[config.mk]
export PLATFORM = sky130hd
export DESIGN_NAME = tlk2711_run_ctrl
export DESIGN_NICKNAME = d
export VERILOG_FILES = /design/src/rtl/tlk2711_run_ctrl.sv
export SDC_FILE = /design/constraint.sdc
export NUM_CORES = 1
export LEC_CHECK = 0
export ABC_AREA = 1
export CAP_MARGIN = 20
export CORE_MARGIN = 2
export CORE_UTILIZATION = 45
export CTS_BUF_LIST = sky130_fd_sc_hd__clkbuf_2
export CTS_CLUSTER_DIAMETER = 150
export DETAILED_ROUTE_END_ITERATION = 7
export MAX_ROUTING_LAYER = met4
export PLACE_DENSITY_LB_ADDON = 0.3
export SLEW_MARGIN = 20
export SYNTH_ARGS = -nofsm -noshare
export SYNTH_HDL_FRONTEND = slang
export SYNTH_SLANG_ARGS = --single-unit
[constraint.sdc]
create_clock -name clk -period 2.1 [get_ports clk]
set_input_delay 0.21 -clock clk [delete_from_list [all_inputs] [get_ports clk]]
set_output_delay 0.21 -clock clk [all_outputs]
set_load 0.05 [all_outputs]
[src/rtl/tlk2711_run_ctrl.sv]
// Run sequencer for the TLK2711 transmit datapath: start/stop command intake,
// link start pulse, stop/stop-ack handshake with timeout, and post-stop settle gap.
module tlk2711_run_ctrl #(
    parameter int unsigned CNT_W         = 32,
    parameter int unsigned STOP_TIMEOUT  = 1024,
    parameter int unsigned SETTLE_CYCLES = 16
) (
    input  logic             clk,
    input  logic             rst,
    input  logic             cmd_valid,
    output logic             cmd_ready,
    input  logic             cmd_op,
    input  logic [1:0]       cmd_mode,
    input  logic [CNT_W-1:0] cmd_len,
    output logic             o_start,
    output logic [1:0]       o_mode,
    output logic             o_stop,
    input  logic             i_stop_ack,
    input  logic             err_clr,
    output logic             o_timeout_err,
    output logic             o_busy,
    output logic [CNT_W-1:0] o_run_cnt,
    output logic [2:0]       o_state
);

    // One timer serves both the stop-ack wait and the settle gap.
    localparam int unsigned TMR_MAX = (STOP_TIMEOUT > SETTLE_CYCLES) ? STOP_TIMEOUT : SETTLE_CYCLES;
    localparam int unsigned TMR_W   = $clog2(TMR_MAX) + 1;
    localparam logic [TMR_W-1:0] TMO_LAST    = TMR_W'(STOP_TIMEOUT - 1);
    localparam logic [TMR_W-1:0] SETTLE_LAST = TMR_W'(SETTLE_CYCLES - 1);
    localparam logic [CNT_W-1:0] CNT_MAX     = '1;

    typedef enum logic [2:0] {
        ST_IDLE      = 3'd0,
        ST_START     = 3'd1,
        ST_RUN       = 3'd2,
        ST_STOP_WAIT = 3'd3,
        ST_SETTLE    = 3'd4
    } state_t;

    state_t             r_state;
    state_t             w_state_nxt;
    logic [TMR_W-1:0]   r_tmr;
    logic [TMR_W-1:0]   w_tmr_nxt;
    logic [CNT_W-1:0]   r_len;
    logic [CNT_W-1:0]   w_len_nxt;
    logic [CNT_W-1:0]   r_run_cnt;
    logic [CNT_W-1:0]   w_run_cnt_nxt;
    logic [CNT_W-1:0]   w_cnt_inc;
    logic [1:0]         r_mode;
    logic [1:0]         w_mode_nxt;
    logic               r_err;
    logic               w_err_set;
    logic               w_err_nxt;
    logic               r_start;
    logic               r_stop;
    logic               r_busy;
    logic               w_cmd_ready;
    logic               w_start_cmd;
    logic               w_stop_cmd;

    // Command handshake: only IDLE and RUN consume commands; others hold them off.
    always_comb begin
        w_cmd_ready = (r_state == ST_IDLE) || (r_state == ST_RUN);
        w_start_cmd = cmd_valid && w_cmd_ready && !cmd_op;
        w_stop_cmd  = cmd_valid && w_cmd_ready && cmd_op;
        w_cnt_inc   = (r_run_cnt == CNT_MAX) ? r_run_cnt : r_run_cnt + CNT_W'(1);
    end

    // Next-state, timer, run counter and latched-command logic.
    always_comb begin
        w_state_nxt   = r_state;
        w_tmr_nxt     = '0;
        w_len_nxt     = r_len;
        w_run_cnt_nxt = r_run_cnt;
        w_mode_nxt    = r_mode;
        w_err_set     = 1'b0;
        case (r_state)
            ST_IDLE: begin
                if (w_start_cmd) begin
                    w_state_nxt   = ST_START;
                    w_mode_nxt    = cmd_mode;
                    w_len_nxt     = cmd_len;
                    w_run_cnt_nxt = '0;
                end
            end
            ST_START: begin
                w_state_nxt = ST_RUN;
            end
            ST_RUN: begin
                w_run_cnt_nxt = w_cnt_inc;
                if (w_stop_cmd || ((r_len != '0) && (w_cnt_inc == r_len))) begin
                    w_state_nxt = ST_STOP_WAIT;
                end
            end
            ST_STOP_WAIT: begin
                if (i_stop_ack) begin
                    w_state_nxt = ST_SETTLE;
                end else if (r_tmr == TMO_LAST) begin
                    w_state_nxt = ST_SETTLE;
                    w_err_set   = 1'b1;
                end else begin
                    w_tmr_nxt = r_tmr + TMR_W'(1);
                end
            end
            ST_SETTLE: begin
                if (r_tmr == SETTLE_LAST) begin
                    w_state_nxt = ST_IDLE;
                end else begin
                    w_tmr_nxt = r_tmr + TMR_W'(1);
                end
            end
            default: begin
                w_state_nxt = ST_IDLE;
            end
        endcase
        // A new timeout wins over a simultaneous clear.
        w_err_nxt = w_err_set ? 1'b1 : (err_clr ? 1'b0 : r_err);
    end

    // State and registered outputs; link controls decoded from the next state.
    always_ff @(posedge clk) begin
        if (rst) begin
            r_state   <= ST_IDLE;
            r_tmr     <= '0;
            r_len     <= '0;
            r_run_cnt <= '0;
            r_mode    <= 2'd0;
            r_err     <= 1'b0;
            r_start   <= 1'b0;
            r_stop    <= 1'b0;
            r_busy    <= 1'b0;
        end else begin
            r_state   <= w_state_nxt;
            r_tmr     <= w_tmr_nxt;
            r_len     <= w_len_nxt;
            r_run_cnt <= w_run_cnt_nxt;
            r_mode    <= w_mode_nxt;
            r_err     <= w_err_nxt;
            r_start   <= (w_state_nxt == ST_START);
            r_stop    <= (w_state_nxt == ST_STOP_WAIT);
            r_busy    <= (w_state_nxt != ST_IDLE);
        end
    end

    assign cmd_ready     = w_cmd_ready;
    assign o_start       = r_start;
    assign o_mode        = r_mode;
    assign o_stop        = r_stop;
    assign o_timeout_err = r_err;
    assign o_busy        = r_busy;
    assign o_run_cnt     = r_run_cnt;
    assign o_state       = r_state;

endmodule

Word-level counts from Yosys, hierarchy flattened
Index checks and enable logic that the tools add are counted.

word-level totals
  output and inout port bits = 42
  bits of input ports = 40
  bits in registers = 84

operators by class
  add/sub/neg operators = 2
  equal/unequal tests = 11
  reduce and logical (&&, ||, !) cells = 14
  muxes and demuxes = 18

operators by type and width
  cell                     number
  $mux W32                 2
  $pmux W32 S2             1
  $mux W11                 3
  $add A32 B1 Y32 const B  1
  $eq A32 B32 Y1           1
  $eq A32 B32 Y1 const B   1
  $reduce_bool A32 Y1      1
  $pmux W11 S2             1
  $mux W3                  5
  $pmux W3 S5              1
  $add A11 B1 Y11 const B  1
  $eq A11 B10 Y1 const B   1
  $eq A11 B4 Y1 const B    1
  $eq A3 B2 Y1 const B     3
  $eq A3 B1 Y1 const B     2
  $mux W1                  5
  $logic_and A1 B1 Y1      4
  $reduce_and A2 Y1        2
  $reduce_bool A2 Y1       2
  $eq A3 B3 Y1 const B     1
  $logic_not A3 Y1         1
  $reduce_bool A3 Y1       1
  $logic_or A1 B1 Y1       2
  $ne A2 B2 Y1 const B     1
  $logic_not A1 Y1         1

Depth between registers and ports, before layout
Gate-level depths: netlist (run 1).

  depth after elaboration = 8
  mapped depth = 20

Worst setup path after synthesis (run 1)
OpenSTA, ideal clock, no wires.

  path kind = reg2reg
  start point = register r_run_cnt[0], in the netlist o_run_cnt[0]
  end point = register r_state[0], in the netlist o_state[0]
  clock period less this slack = 2.620 ns
  path slack = -0.520 ns
  library setup time = 0.070 ns
  data arrival time = 2.549 ns
  data required time = 2.030 ns
  buffers on the path = 2
  stages on the path, launching flop included = 19
  path through = dfxtp_1 -> ha_1 -> buf_2 -> inv_1 -> nor2_4 -> nand2_4 -> nor2_8 -> nand2_4 -> buf_6 -> nand2_4 -> xor2_2 -> nand3_1 -> nor2_1 -> nand3_1 -> nor2_1 -> nand2_1 -> nand2_1 -> nand2_1 -> a21oi_1

on the way
  longest elaborated chain between the ends = 7
  elaborated cells between the ends (all ways) = 8
  those cells by class = add/sub (1); eq/ne (2); mux (3); reduce/logical (2)

RTL lines
  what                                                      line  text
  from (decl)                                               47    logic [CNT_W-1:0] r_run_cnt;
  from (signal assigned)                                    137   r_run_cnt <= w_run_cnt_nxt;
  $add A32 B1 Y32 / $eq A32 B32 Y1 (equally long branches)  67    w_cnt_inc = (r_run_cnt == CNT_MAX) ? r_run_cnt : r_run_cnt + CNT_W'(1);
  $mux W32 *                                                67
  $eq A32 B32 Y1 *                                          92    if (w_stop_cmd || ((r_len != '0) && (w_cnt_inc == r_len))) begin
  $logic_and A1 B1 Y1 *                                     92
  $logic_or A1 B1 Y1 *                                      92
  $mux W3 *                                                 92
  $pmux W3 S5 *                                             78    case (r_state)
  to (signal assigned)                                      134   r_state <= w_state_nxt;
  to (decl)                                                 41    state_t r_state;

Mark *: on every way between the ends. The rest lies on a longest branch, timed or not.
A chain may end at the register's enable or synchronous reset.

Worst setup path after layout (run 1)
  start point = register r_run_cnt[1], in the netlist o_run_cnt[1]
  end point = register r_state[0], in the netlist o_state[0]

Same word-level chain as after synthesis.

==> metrics.md, run 1 <==
| Metric | Value |
|---|---|
| Footprint of the multi-input gates | `0.00305 sq mm` |
| Clock-pin slew on the worst setup and hold paths | `0.28 ns` |
| Final Max Slew Viols | `0` |
| Dpl cell area | `0.00659 sq mm` |
| CTS Sinks | `84` |
| WL/cell | `14.6 um` |
| Commonest register cell after synthesis | `dfxtp_1` |
| Status | `complete, but fails checks` |
| Vias in the first global route | `5,298` |
| CP Capture Type | `flip-flop` |
| Top cell type's share of synthesized area | `0.345` |
| Hold buffers post-CTS | `0` |
| Vias | `5,814` |
| Worst VDD drop | `443 uV` |
| Final clock skew | `0.0461 ns` |
| Max Freq | `447 MHz` |
| DRC | `0` |
| CP startpoint kind | `flip-flop` |
| Total grt overflow | `0` |
| Count leader, synth | `nand2_1` |
| Tmin final | `2.23 ns` |
| Clock power share | `0.323` |
| Clock Path Buffers | `2` |
| Critical path type | `flip-flop to flip-flop` |
| Die area | `0.0117 sq mm` |
| Largest net degree at the start of global routing | `45` |
| Post-Route WL | `16,200 um` |
| Final period utilization | `1.06` |
| TritonCTS buffer count | `9` |
| CP required | `2.63 ns` |
| First-iteration detailed-routing DRC count | `549` |
| Switching share of power | `0.302` |
| Synth warn | `0` |
| Core Region | `0.0104 sq mm` |
| Worst-Skew Late Latency | `0.59 ns` |
| # IOs | `82` |
| CTS tree | `built` |
| Drt pass-1 iters | `5` |
| Port bufs | `81` |
| Hpwl dp | `12,000 um` |
| Overall routing resource usage | `0.287` |
| Area Overhead vs Synth | `45.7%` |
| Slew HR | `0.659` |
| Net Switching | `0.987 mW` |
| Die height | `108 um` |
| First-pass GRT wire length | `25,400 um` |
| Gate power share | `0.157` |
| N_diodes | `0` |
| # Max-Cap Violations | `0` |
| Yosys top cell by area | `dfxtp_1` |
| Worst Path Max Fanout | `11` |
| Post-route cell area | `0.00710 sq mm` |
| Failing checks | `setup timing` |
| Cell leakage power | `3.21 nW` |
| Post-synth EDFFs | `0` |
| Die width | `108 um` |
| Post-synthesis sequential area ratio | `0.345` |
| Initial antenna violation count | `0` |
| Syn Std Cell Area | `0.00487 sq mm` |
| Cell-internal power | `2.28 mW` |
| Final Hold Viols | `0` |
| Fin worst setup slack | `-0.135 ns` |
| Top area cells in the synthesized netlist | `dfxtp_1, nand2_1, nand3_1` |
| Post-Syn Nets | `834` |
| Fillers | `944` |
| Worst min-delay path class | `input pin to flip-flop` |
| Final Util | `0.682` |
| # H-tree levels | `3` |
| Share of power burned in registers | `0.521` |
| Syn_area_per_cell | `6.15 sq um` |
| Crit path DAT | `2.77 ns` |
| Vias per std cell | `5.25` |
| Sequential cell area | `0.00174 sq mm` |
| Cell count after synthesis | `792` |
| Initial Util | `0.468` |
| Netlist cell types | `31` |
| Post-synth ARST share | `0` |
| Core Rows | `37` |
| ANT nets after route | `0` |
| Final Net Count | `1,008` |
| Worst slew pin tran | `0.510 ns` |
| Pwr/cell area | `460 mW/mm^2` |
| Final setup fails | `2` |
| Layout cell share with drive strength beyond 1 | `0.249` |
| Synth Register Bits | `84` |
| GPL Wtd Cong | `1.04` |
| Post-synth top cells | `nand2_1, inv_1, nor2_1` |
| CTS root buf | `clkbuf_2` |
| RSZ-0062 raised after global routing | `yes` |
what timing repair did:
| action | 4_1_cts | 5_1_grt |
|---|---|---|
| resized for setup | 53 | 73 |
| cloned | 0 | 1 |
| setup endpoints to repair | 27 | 23 |
| buffers inserted | 2 | 6 |
| pin swaps | 3 | 18 |
logic make-up after synthesis:
group           synth area share
compound gates             0.122
xor+xnor                  0.0390
fa+ha+maj                0.00514
buf+inv                   0.0922
flops                      0.345
simple gates               0.397
layout by cell type, fill, tap and decap left out, drive strengths merged:
master	netlist	layout
a21oi	74	74
bufinv	0	2
nor4	9	9
nand4	9	9
clkbuf	18	9
clkinvlp	0	1
nor2	92	92
inv	88	91
a31oi	1	1
o21bai	1	1
nor3	3	3
o21ai	39	39
dlymetal6s2s	0	11
ha	2	2
nor3b	2	2
nand3	84	84
buf	8	108
xnor2	6	6
dfxtp	84	84
dlygate4sd2	0	25
clkdlybuf4s50	0	45
clkinv	1	2
a211oi	1	1
nand2	255	255
a21o	1	1
xor2	14	14
worst paths after layout:
path                start    endpoint  slack [ns]  cells after the start
min reg2reg      r_tmr[0]    r_tmr[0]        0.46                      1
min           cmd_mode[0]   o_mode[0]        0.20                      3
max reg2reg  o_run_cnt[1]  o_state[0]       -0.13                     17
max          o_run_cnt[1]  o_state[0]       -0.13                     17
metal layers:
| layer | vias to the layer above | track usage | part of all wire | routed length [um] |
|---|---|---|---|---|
| met2 | 269 | 0.435 | 0.45 | 7320 |
| met4 | 0 | 0.121 | 0.037 | 606 |
| met5 | - | - | 0 | 0 |
| li1 | 2893 | - | - | - |
| met3 | 49 | 0.0356 | 0.079 | 1280 |
| met1 | 2603 | 0.385 | 0.43 | 6990 |
critical path: stages (launching register included):
cell	delay, ns
dfxtp_4	0.44
ha_4	0.17
inv_2	0.05
nor2_4	0.11
nand2_4	0.10
nor2_8	0.12
nand2_4	0.08
buf_4	0.19
nand2_4	0.09
xor2_2	0.14
nand3_1	0.14
nor2_1	0.11
nand3_1	0.07
nor2_1	0.08
nand2_1	0.06
nand2_1	0.05
nand2_1	0.06
a21oi_1	0.15
power groups by stage:
stage               clock network [mW]  logic [mW]  registers [mW]
detailed placement                   0       0.503            1.73
global placement                     0       0.499            1.73
finish                            1.05       0.511            1.70
floorplan                            0       0.267            1.76
CTS                               1.05       0.504            1.70
global route                      1.12       0.567            1.71
registers in the layout, summed over array words and instances, names as in the netlist:
name,count
o_mode,2
o_stop,1
o_state,3
o_run_cnt,32
o_start,1
o_busy,1
r_len,32
r_tmr,11
o_timeout_err,1
final cells by class:
class | instances | area share
multi-input cells | 593 | 0.429
flip-flops and latches | 84 | 0.245
repair buffers | 189 | 0.234
inverters | 89 | 0.0471
well taps | 136 | 0.0240
clock inverters | 7 | 0.0148
clock buffers | 9 | 0.00634
stage by stage:
stage	setup slack (ns)	TNS (ns)	cells	hold WS [ns]	total power, mW
CTS	-0.0647	-0.121	1100	0.187	3.26
global route	-0.366	-0.719	1107	0.217	3.39
floorplan	-0.0385	-0.0769	792	0.384	2.02
global placement	-0.137	-0.270	1082	0.433	2.23
finish	-0.135	-0.256	1107	0.200	3.26
detailed placement	-0.147	-0.280	1082	0.437	2.23
Power figures use the tool's default switching activity.
==> inputs of run 2 (changes only) <==
--- a/config.mk
+++ b/config.mk
@@ -7,11 +7,12 @@
 export LEC_CHECK = 0
 export ABC_AREA = 1
 export CAP_MARGIN = 20
-export CORE_MARGIN = 2
+export CORE_MARGIN = 4
 export CORE_UTILIZATION = 45
 export CTS_BUF_LIST = sky130_fd_sc_hd__clkbuf_2
 export CTS_CLUSTER_DIAMETER = 150
 export DETAILED_ROUTE_END_ITERATION = 7
+export GPL_ROUTABILITY_DRIVEN = 0
 export MAX_ROUTING_LAYER = met4
 export PLACE_DENSITY_LB_ADDON = 0.3
 export SLEW_MARGIN = 20
==> run 2 against run 1 <==
- the flow still finishes with violations (setup timing)
- clock skew down 0.031 ns
- sequential share of layout area up 0.13 points
- power down 0.45%
- sequential cell count unchanged
- non-clock buffer count up 8
==> metrics.md, run 2 (same netlist as run 1, synthesis figures left out) <==
| Metric | Value |
|---|---|
| Die area | `0.0126 sq mm (was 0.0117 sq mm)` |
| Worst Path Max Fanout | `4 (was 11)` |
| Clock Path Buffers | `2 (unchanged)` |
| RR Endpoint | `o_state[0] (unchanged)` |
| CTS tree | `built (unchanged)` |
| Min-delay src | `cmd_len[27] (was cmd_mode[0])` |
| Final period utilization | `1.08 (was 1.06)` |
| Final setup fails | `2 (unchanged)` |
| # Max-Cap Violations | `0 (unchanged)` |
| Crit path DAT | `2.81 ns (was 2.77 ns)` |
| Clock-pin slew on the worst setup and hold paths | `0.25 ns (was 0.28 ns)` |
| Most frequent cells in the layout | `nand2_1, buf_4, inv_1, nand3_1, a21oi_1 (unchanged)` |
| DRC | `0 (unchanged)` |
| Core Region | `0.0104 sq mm (unchanged)` |
| ANT nets after route | `0 (unchanged)` |
| Final Net Count | `1,016 (was 1,008)` |
| Layout cell share with drive strength beyond 1 | `0.236 (was 0.249)` |
| Worst VDD drop | `307 uV (was 443 uV)` |
| Hold path endpoint | `r_len[27] (was o_mode[0])` |
| Post-Route WL | `16,100 um (was 16,200 um)` |
| Failing checks | `setup timing (unchanged)` |
| N_diodes | `0 (unchanged)` |
| R2R depth | `18 (was 17)` |
| Die height | `112 um (was 108 um)` |
| Initial Util | `0.468 (unchanged)` |
| Tmin final | `2.27 ns (was 2.23 ns)` |
| Worst min-delay path class | `input pin to flip-flop (unchanged)` |
| Slew HR | `0.653 (was 0.659)` |
| WL/cell | `14.4 um (was 14.6 um)` |
| Core Rows | `37 (unchanged)` |
| Critical path type | `flip-flop to flip-flop (unchanged)` |
| Largest net degree at the start of global routing | `39 (was 45)` |
| Vias in the first global route | `5,263 (was 5,298)` |
| Max Freq | `441 MHz (was 447 MHz)` |
| Total grt overflow | `0 (unchanged)` |
| Fin worst setup slack | `-0.167 ns (was -0.135 ns)` |
| Status | `complete, but fails checks (unchanged)` |
| # IOs | `82 (unchanged)` |
| Pwr/cell area | `461 mW/mm^2 (was 460 mW/mm^2)` |
| R2R Setup Slk | `-0.17 ns (was -0.13 ns)` |
| Port bufs | `81 (unchanged)` |
| Tot Pwr | `3.25 mW (was 3.26 mW)` |
| CTS root buf | `clkbuf_2 (unchanged)` |
| # H-tree levels | `3 (unchanged)` |
| CP required | `2.64 ns (was 2.63 ns)` |
| Vias | `5,836 (was 5,814)` |
| CTS Sinks | `84 (unchanged)` |
| Worst slew pin tran | `0.519 ns (was 0.510 ns)` |
| TritonCTS buffer count | `9 (unchanged)` |
| CP Capture Type | `flip-flop (unchanged)` |
| Post-route cell area | `0.00705 sq mm (was 0.00710 sq mm)` |
| Hold Crit Depth | `3 (unchanged)` |
| Most common cell after layout, fill and taps aside | `nand2_1 (unchanged)` |
| Die width | `112 um (was 108 um)` |
| Initial antenna violation count | `0 (unchanged)` |
| Fillers | `934 (was 944)` |
| First-pass GRT wire length | `25,100 um (was 25,400 um)` |
| Dpl cell area | `0.00661 sq mm (was 0.00659 sq mm)` |
| Reg-to-reg startpoint | `o_run_cnt[0] (was o_run_cnt[1])` |
| Cell leakage power | `3.15 nW (was 3.21 nW)` |
| Final Max Slew Viols | `0 (unchanged)` |
| Hold buffers post-CTS | `0 (unchanged)` |
| Hpwl dp | `12,300 um (was 12,000 um)` |
| RSZ-0062 raised after global routing | `yes (unchanged)` |
| Overall routing resource usage | `0.254 (was 0.287)` |
| CP startpoint kind | `flip-flop (unchanged)` |
| Vias per std cell | `5.23 (was 5.25)` |
| Worst-Skew Late Latency | `0.58 ns (was 0.59 ns)` |
| Final clock skew | `0.0150 ns (was 0.0461 ns)` |
| First-iteration detailed-routing DRC count | `513 (was 549)` |
| Final Hold Viols | `0 (unchanged)` |
| Final Util | `0.677 (was 0.682)` |
| Area Overhead vs Synth | `44.7% (was 45.7%)` |
| Drt pass-1 iters | `6 (was 5)` |
[run 2: changes by cell type in the layout (fill, tap and decap cells not counted), moves of 5 or more]
cell	delta
dlymetal6s2s_1	-7
buf_4	+8
nor2_4	-7
nor2_1	+7
nand2_2	-10
nand2_1	+10
dlygate4sd2_1	+5
[run 2: final cells by class]
| type | count | area (sq um) | area share |
|---|---|---|---|
| inverter | 89 | 334 | 0.0474 |
| timing repair buffer | 197 | 1690 | 0.240 |
| sequential | 84 | 1730 | 0.246 |
| clock buffer | 9 | 45.0 | 0.00639 |
| tap | 136 | 170 | 0.0241 |
| clock inverter | 7 | 104 | 0.0147 |
| multi-input combinational | 593 | 2970 | 0.421 |
[run 2: timing repair]
item / 4_1_cts / 5_1_grt
hold endpoints to repair: 0 / 0
resized for setup: 46 / 52
endpoints found under the setup margin: 32 / 16
pin swaps: 0 / 11
setup buffers: 0 / 12
[run 2: how the worst max path moves through the flow]
stage | from | to | slack, ns | cells after the start
3_3_place_gp | o_run_cnt[0] | o_state[0] | -0.12 | 18
3_5_place_dp | o_run_cnt[9] | o_stop | -0.12 | 17
5_1_grt | o_run_cnt[5] | o_stop | -0.29 | 15
6_report | o_run_cnt[0] | o_state[0] | -0.17 | 18
4_1_cts | o_run_cnt[0] | o_state[0] | -0.09 | 18
2_1_floorplan | o_run_cnt[0] | o_state[0] | -0.04 | 19
[run 2: metal layers]
metal,up-vias,GRT usage,wire length [um]
li1,2903,-,-
met1,2606,0.342,7010
met2,287,0.389,7200
met3,40,0.0307,1320
met4,0,0.107,522
met5,-,-,0
[run 2: critical path, cell delays in order, from the launching register on]
cell,delay (ns)
dfxtp_4,0.44
ha_4,0.17
inv_2,0.05
nor2_4,0.11
nand2_4,0.10
nor2_1,0.16
buf_4,0.16
nand3_1,0.07
nand2_1,0.12
nand2_1,0.09
nand2_1,0.06
nand3_1,0.08
nor2_1,0.12
nand2_1,0.07
nor2_1,0.10
nand2_1,0.07
nand2_1,0.07
nand2_2,0.06
a21oi_1,0.14
[run 2: through the flow]
stage / TNS [ns] / setup WS [ns] / hold slack, ns / instances
finish: -0.327 / -0.167 / 0.213 / 1115
global route: -1.02 / -0.294 / 0.210 / 1115
CTS: -0.157 / -0.0870 / 0.187 / 1103
detailed placement: -0.249 / -0.124 / 0.436 / 1087
global placement: -0.228 / -0.116 / 0.430 / 1087
floorplan: -0.0769 / -0.0385 / 0.384 / 792
[run 2: power by group]
group	internal, mW	total, mW	leakage [nW]	switching, mW
clock network	0.415	1.04	0.0879	0.630
logic	0.209	0.507	2.36	0.298
registers	1.65	1.70	0.701	0.0453
total	2.28	3.25	3.15	0.973
==> inputs of run 3 (changes only) <==
--- a/config.mk
+++ b/config.mk
@@ -5,7 +5,6 @@
 export SDC_FILE = /design/constraint.sdc
 export NUM_CORES = 1
 export LEC_CHECK = 0
-export ABC_AREA = 1
 export CAP_MARGIN = 20
 export CORE_MARGIN = 4
 export CORE_UTILIZATION = 45
==> run 3 against run 2 <==
- the flow finishes with violations (DRC, setup timing)
- synthesized cell count down 8.1%
- global-route usage is 5.5 points higher
- clock-buffer cell count unchanged
- synthesized area rose by 11%
- power is 2.0% lower
- worst setup slack got worse by 0.26 ns
- combinational power is 14% higher
- clock skew rose by 0.018 ns
- critical endpoint unchanged
- largest cell class unchanged
- largest power group unchanged
==> metrics.md, run 3 <==
| Metric | Value |
|---|---|
| Status | `complete, but fails checks (unchanged)` |
| Failing checks | `DRC, setup timing (was setup timing)` |
| Metal3 WL | `2900 um (was 1320 um)` |
| First-pass GRT wire length | `34,000 um (was 25,100 um)` |
| Layout cell share with drive strength beyond 1 | `0.333 (was 0.236)` |
| CTS root buf | `clkbuf_2 (unchanged)` |
| Worst Path Max Fanout | `4 (unchanged)` |
| CTS tree | `built (unchanged)` |
| Worst slack, placed | `-0.382 ns (was -0.124 ns)` |
| Top cell type's share of synthesized area | `0.311 (was 0.345)` |
| Most common cell after layout, fill and taps aside | `buf_4 (was nand2_1)` |
| Top area cells in the synthesized netlist | `dfxtp_1, nand2_1, a21oi_1 (was dfxtp_1, nand2_1, nand3_1)` |
| Max stage delay on crit path | `0.42 ns (was 0.44 ns)` |
| Tmin final | `2.52 ns (was 2.27 ns)` |
| Clock Path Buffers | `2 (unchanged)` |
| # Max-Cap Violations | `0 (unchanged)` |
| Final Max Slew Viols | `0 (unchanged)` |
| Core Rows | `39 (was 37)` |
| Cell count after synthesis | `728 (was 792)` |
| Clock-pin slew on the worst setup and hold paths | `0.27 ns (was 0.25 ns)` |
| Final clock skew | `0.0331 ns (was 0.0150 ns)` |
| Final Net Count | `1,006 (was 1,016)` |
| Vias | `7,095 (was 5,836)` |
| Post-synthesis sequential area ratio | `0.311 (was 0.345)` |
| M1 WL | `8260 um (was 7010 um)` |
| Yosys top cell by area | `dfxtp_1 (unchanged)` |
| Post-synth top cells | `nand2_1, dfxtp_1, a21oi_1 (was nand2_1, inv_1, nor2_1)` |
| Synth warn | `0 (unchanged)` |
| Reg-to-reg startpoint | `o_run_cnt[13] (was o_run_cnt[0])` |
| Final Util | `0.705 (was 0.677)` |
| Final period utilization | `1.20 (was 1.08)` |
| Drt pass-1 iters | `8 (was 6)` |
| Cell leakage power | `3.36 nW (was 3.15 nW)` |
| Synth Register Bits | `84 (unchanged)` |
| R2R depth | `10 (was 18)` |
| Area Overhead vs Synth | `51.4% (was 44.7%)` |
| Port bufs | `81 (unchanged)` |
| Pwr/cell area | `389 mW/mm^2 (was 461 mW/mm^2)` |
| First-iteration detailed-routing DRC count | `1,263 (was 513)` |
| Hold Crit Depth | `3 (unchanged)` |
| Commonest register cell after synthesis | `dfxtp_1 (unchanged)` |
| Fin worst setup slack | `-0.423 ns (was -0.167 ns)` |
| Max Freq | `396 MHz (was 441 MHz)` |
| Syn Std Cell Area | `0.00541 sq mm (was 0.00487 sq mm)` |
| Initial antenna violation count | `0 (unchanged)` |
| DRC | `17 (was 0)` |
| Overall routing resource usage | `0.309 (was 0.254)` |
| Post-synth EDFFs | `0 (unchanged)` |
| Final Hold Viols | `0 (unchanged)` |
| # H-tree levels | `3 (unchanged)` |
| Initial Util | `0.466 (was 0.468)` |
| Slew HR | `0.537 (was 0.653)` |
| Vias in the first global route | `6,626 (was 5,263)` |
| Largest net degree at the start of global routing | `45 (was 39)` |
| Worst slew pin tran | `0.691 ns (was 0.519 ns)` |
| Worst-Skew Late Latency | `0.63 ns (was 0.58 ns)` |
| CTS Sinks | `84 (unchanged)` |
| RSZ-0062 raised after global routing | `yes (unchanged)` |
| Crit path DAT | `3.07 ns (was 2.81 ns)` |
| Setup crit start | `o_run_cnt[13] (was o_run_cnt[0])` |
| RR Endpoint | `o_state[0] (unchanged)` |
| Post-Syn Nets | `770 (was 834)` |
| Final setup fails | `2 (unchanged)` |
| Die height | `118 um (was 112 um)` |
| ANT nets after route | `0 (unchanged)` |
| Tot Pwr | `3.18 mW (was 3.25 mW)` |
| Largest delay share family, worst path | `compound AO/OA/AOI/OAI gates (was simple AND/OR/NAND/NOR gates)` |
| TritonCTS buffer count | `9 (unchanged)` |
| Netlist cell types | `71 (was 31)` |
| Most frequent cells in the layout | `buf_4, nand2_1, a21oi_1, nor2_1, dfxtp_1 (was nand2_1, buf_4, inv_1, nand3_1, a21oi_1)` |
| Hpwl dp | `16,400 um (was 12,300 um)` |
| R2R Setup Slk | `-0.42 ns (was -0.17 ns)` |
| Core Region | `0.0116 sq mm (was 0.0104 sq mm)` |
| Post-Route WL | `22,500 um (was 16,100 um)` |
| Worst min-delay path class | `input pin to flip-flop (unchanged)` |
| Die width | `118 um (was 112 um)` |
| Hold slack | `0.0860 ns (was 0.213 ns)` |
| Min-delay src | `cmd_mode[1] (was cmd_len[27])` |
| CP required | `2.65 ns (was 2.64 ns)` |
| Die area | `0.0138 sq mm (was 0.0126 sq mm)` |
| # IOs | `82 (unchanged)` |
| Worst Path Buf+Inv | `2 (unchanged)` |
| Critical path type | `flip-flop to flip-flop (unchanged)` |
| Syn_area_per_cell | `7.43 sq um (was 6.15 sq um)` |
| Critical Path Slowest Stage Cell | `dfxtp_4 (unchanged)` |
| Post-synth ARST share | `0 (unchanged)` |
| Count leader, synth | `nand2_1 (unchanged)` |
| WL/cell | `20.2 um (was 14.4 um)` |
| N_diodes | `0 (unchanged)` |
| Hold path endpoint | `o_mode[1] (was r_len[27])` |
| Vias per std cell | `6.38 (was 5.23)` |
| Worst VDD drop | `420 uV (was 307 uV)` |
| Total grt overflow | `0 (unchanged)` |
| Highest Signal Layer | `met4 (unchanged)` |
| CP Capture Type | `flip-flop (unchanged)` |
| DR WL met2 | `9810 um (was 7200 um)` |
| CP cell instances | `buf_4 -> nand4_1 -> nor4_4 -> buf_4 -> nand3_4 -> a22o_1 -> a2bb2oi_2 -> a2111oi_2 -> nand4_1 -> o22ai_1 (was ha_4 -> inv_2 -> nor2_4 -> nand2_4 -> nor2_1 -> buf_4 -> nand3_1 -> nand2_1 -> nand2_1 -> nand2_1 -> nand3_1 -> nor2_1 -> nand2_1 -> nor2_1 -> nand2_1 -> nand2_1 -> nand2_2 -> a21oi_1)` |
| CP startpoint kind | `flip-flop (unchanged)` |
## run 3: area by class of cell
| type | instances | area, sq um |
|---|---|---|
| Tap cell | 143 | 179 |
| Sequential cell | 84 | 1770 |
| Fill cell | 894 | 3430 |
| Inverter | 11 | 41.3 |
| Clock inverter | 7 | 80.1 |
| Clock buffer | 9 | 45.0 |
| Timing Repair Buffer | 274 | 2270 |
| Multi-Input combinational cell | 584 | 3800 |
## run 3: cell families after synthesis
| family | after synthesis | synth area share |
|---|---|---|
| AO/OA/AOI/OAI | 177 | 0.210 |
| adder cells (fa/ha/maj) | 2 | 0.00463 |
| flip-flops | 84 | 0.311 |
| XOR/XNOR | 38 | 0.0615 |
| AND/OR/NAND/NOR | 363 | 0.353 |
| multiplexers | 3 | 0.00578 |
| buffers and inverters | 61 | 0.0544 |
## run 3: worst max path at each step
stage	cells after the start	slack, ns	endpoint
after detailed placement	10	-0.38	o_state[0]
final	10	-0.42	o_state[0]
after global routing	10	-0.44	o_state[0]
after floorplan	11	-0.21	o_stop
after CTS	10	-0.27	o_state[0]
after global placement	10	-0.37	o_stop
## run 3: metrics by stage
stage | setup TNS [ns] | cell area [sq um] | std cells
global placement | -0.939 | 7570 | 1071
global route | -1.17 | 8190 | 1112
finish | -0.843 | 8190 | 1112
floorplan | -0.513 | 5600 | 728
detailed placement | -1.15 | 7570 | 1071
CTS | -0.526 | 7930 | 1098
## run 3: worst reg2reg max path, stage by stage, from the launching register on
cell and delay [ns]:
dfxtp_4 0.42, buf_4 0.12, nand4_1 0.19, nor4_4 0.37, buf_4 0.20, nand3_4 0.07, a22o_1 0.26, a2bb2oi_2 0.15
a2111oi_2 0.30, nand4_1 0.19, o22ai_1 0.16
## run 3: what timing repair did
action | CTS | global route
pin swaps | 18 | 32
hold buffers | 1 | 0
gates resized for setup | 77 | 42
endpoints found under the setup margin | 53 | 24
setup buffers | 10 | 14
cloned | 0 | 1
endpoints found under the hold margin | 1 | 0
## run 3: per-layer routing
metal / vias up / GRT usage
li1: 3127 / -
met1: 3201 / 0.371
met2: 586 / 0.478
met3: 181 / 0.0788
met4: 0 / 0.164
met5: - / -
## run 3: report_power, final
group          total [mW]  internal (mW)  switching [mW]  leakage [nW]
Combinational       0.579          0.245           0.335          2.58
Sequential           1.67           1.62          0.0511         0.704
Clock               0.932          0.293           0.639        0.0748
Total                3.18           2.16            1.02          3.36
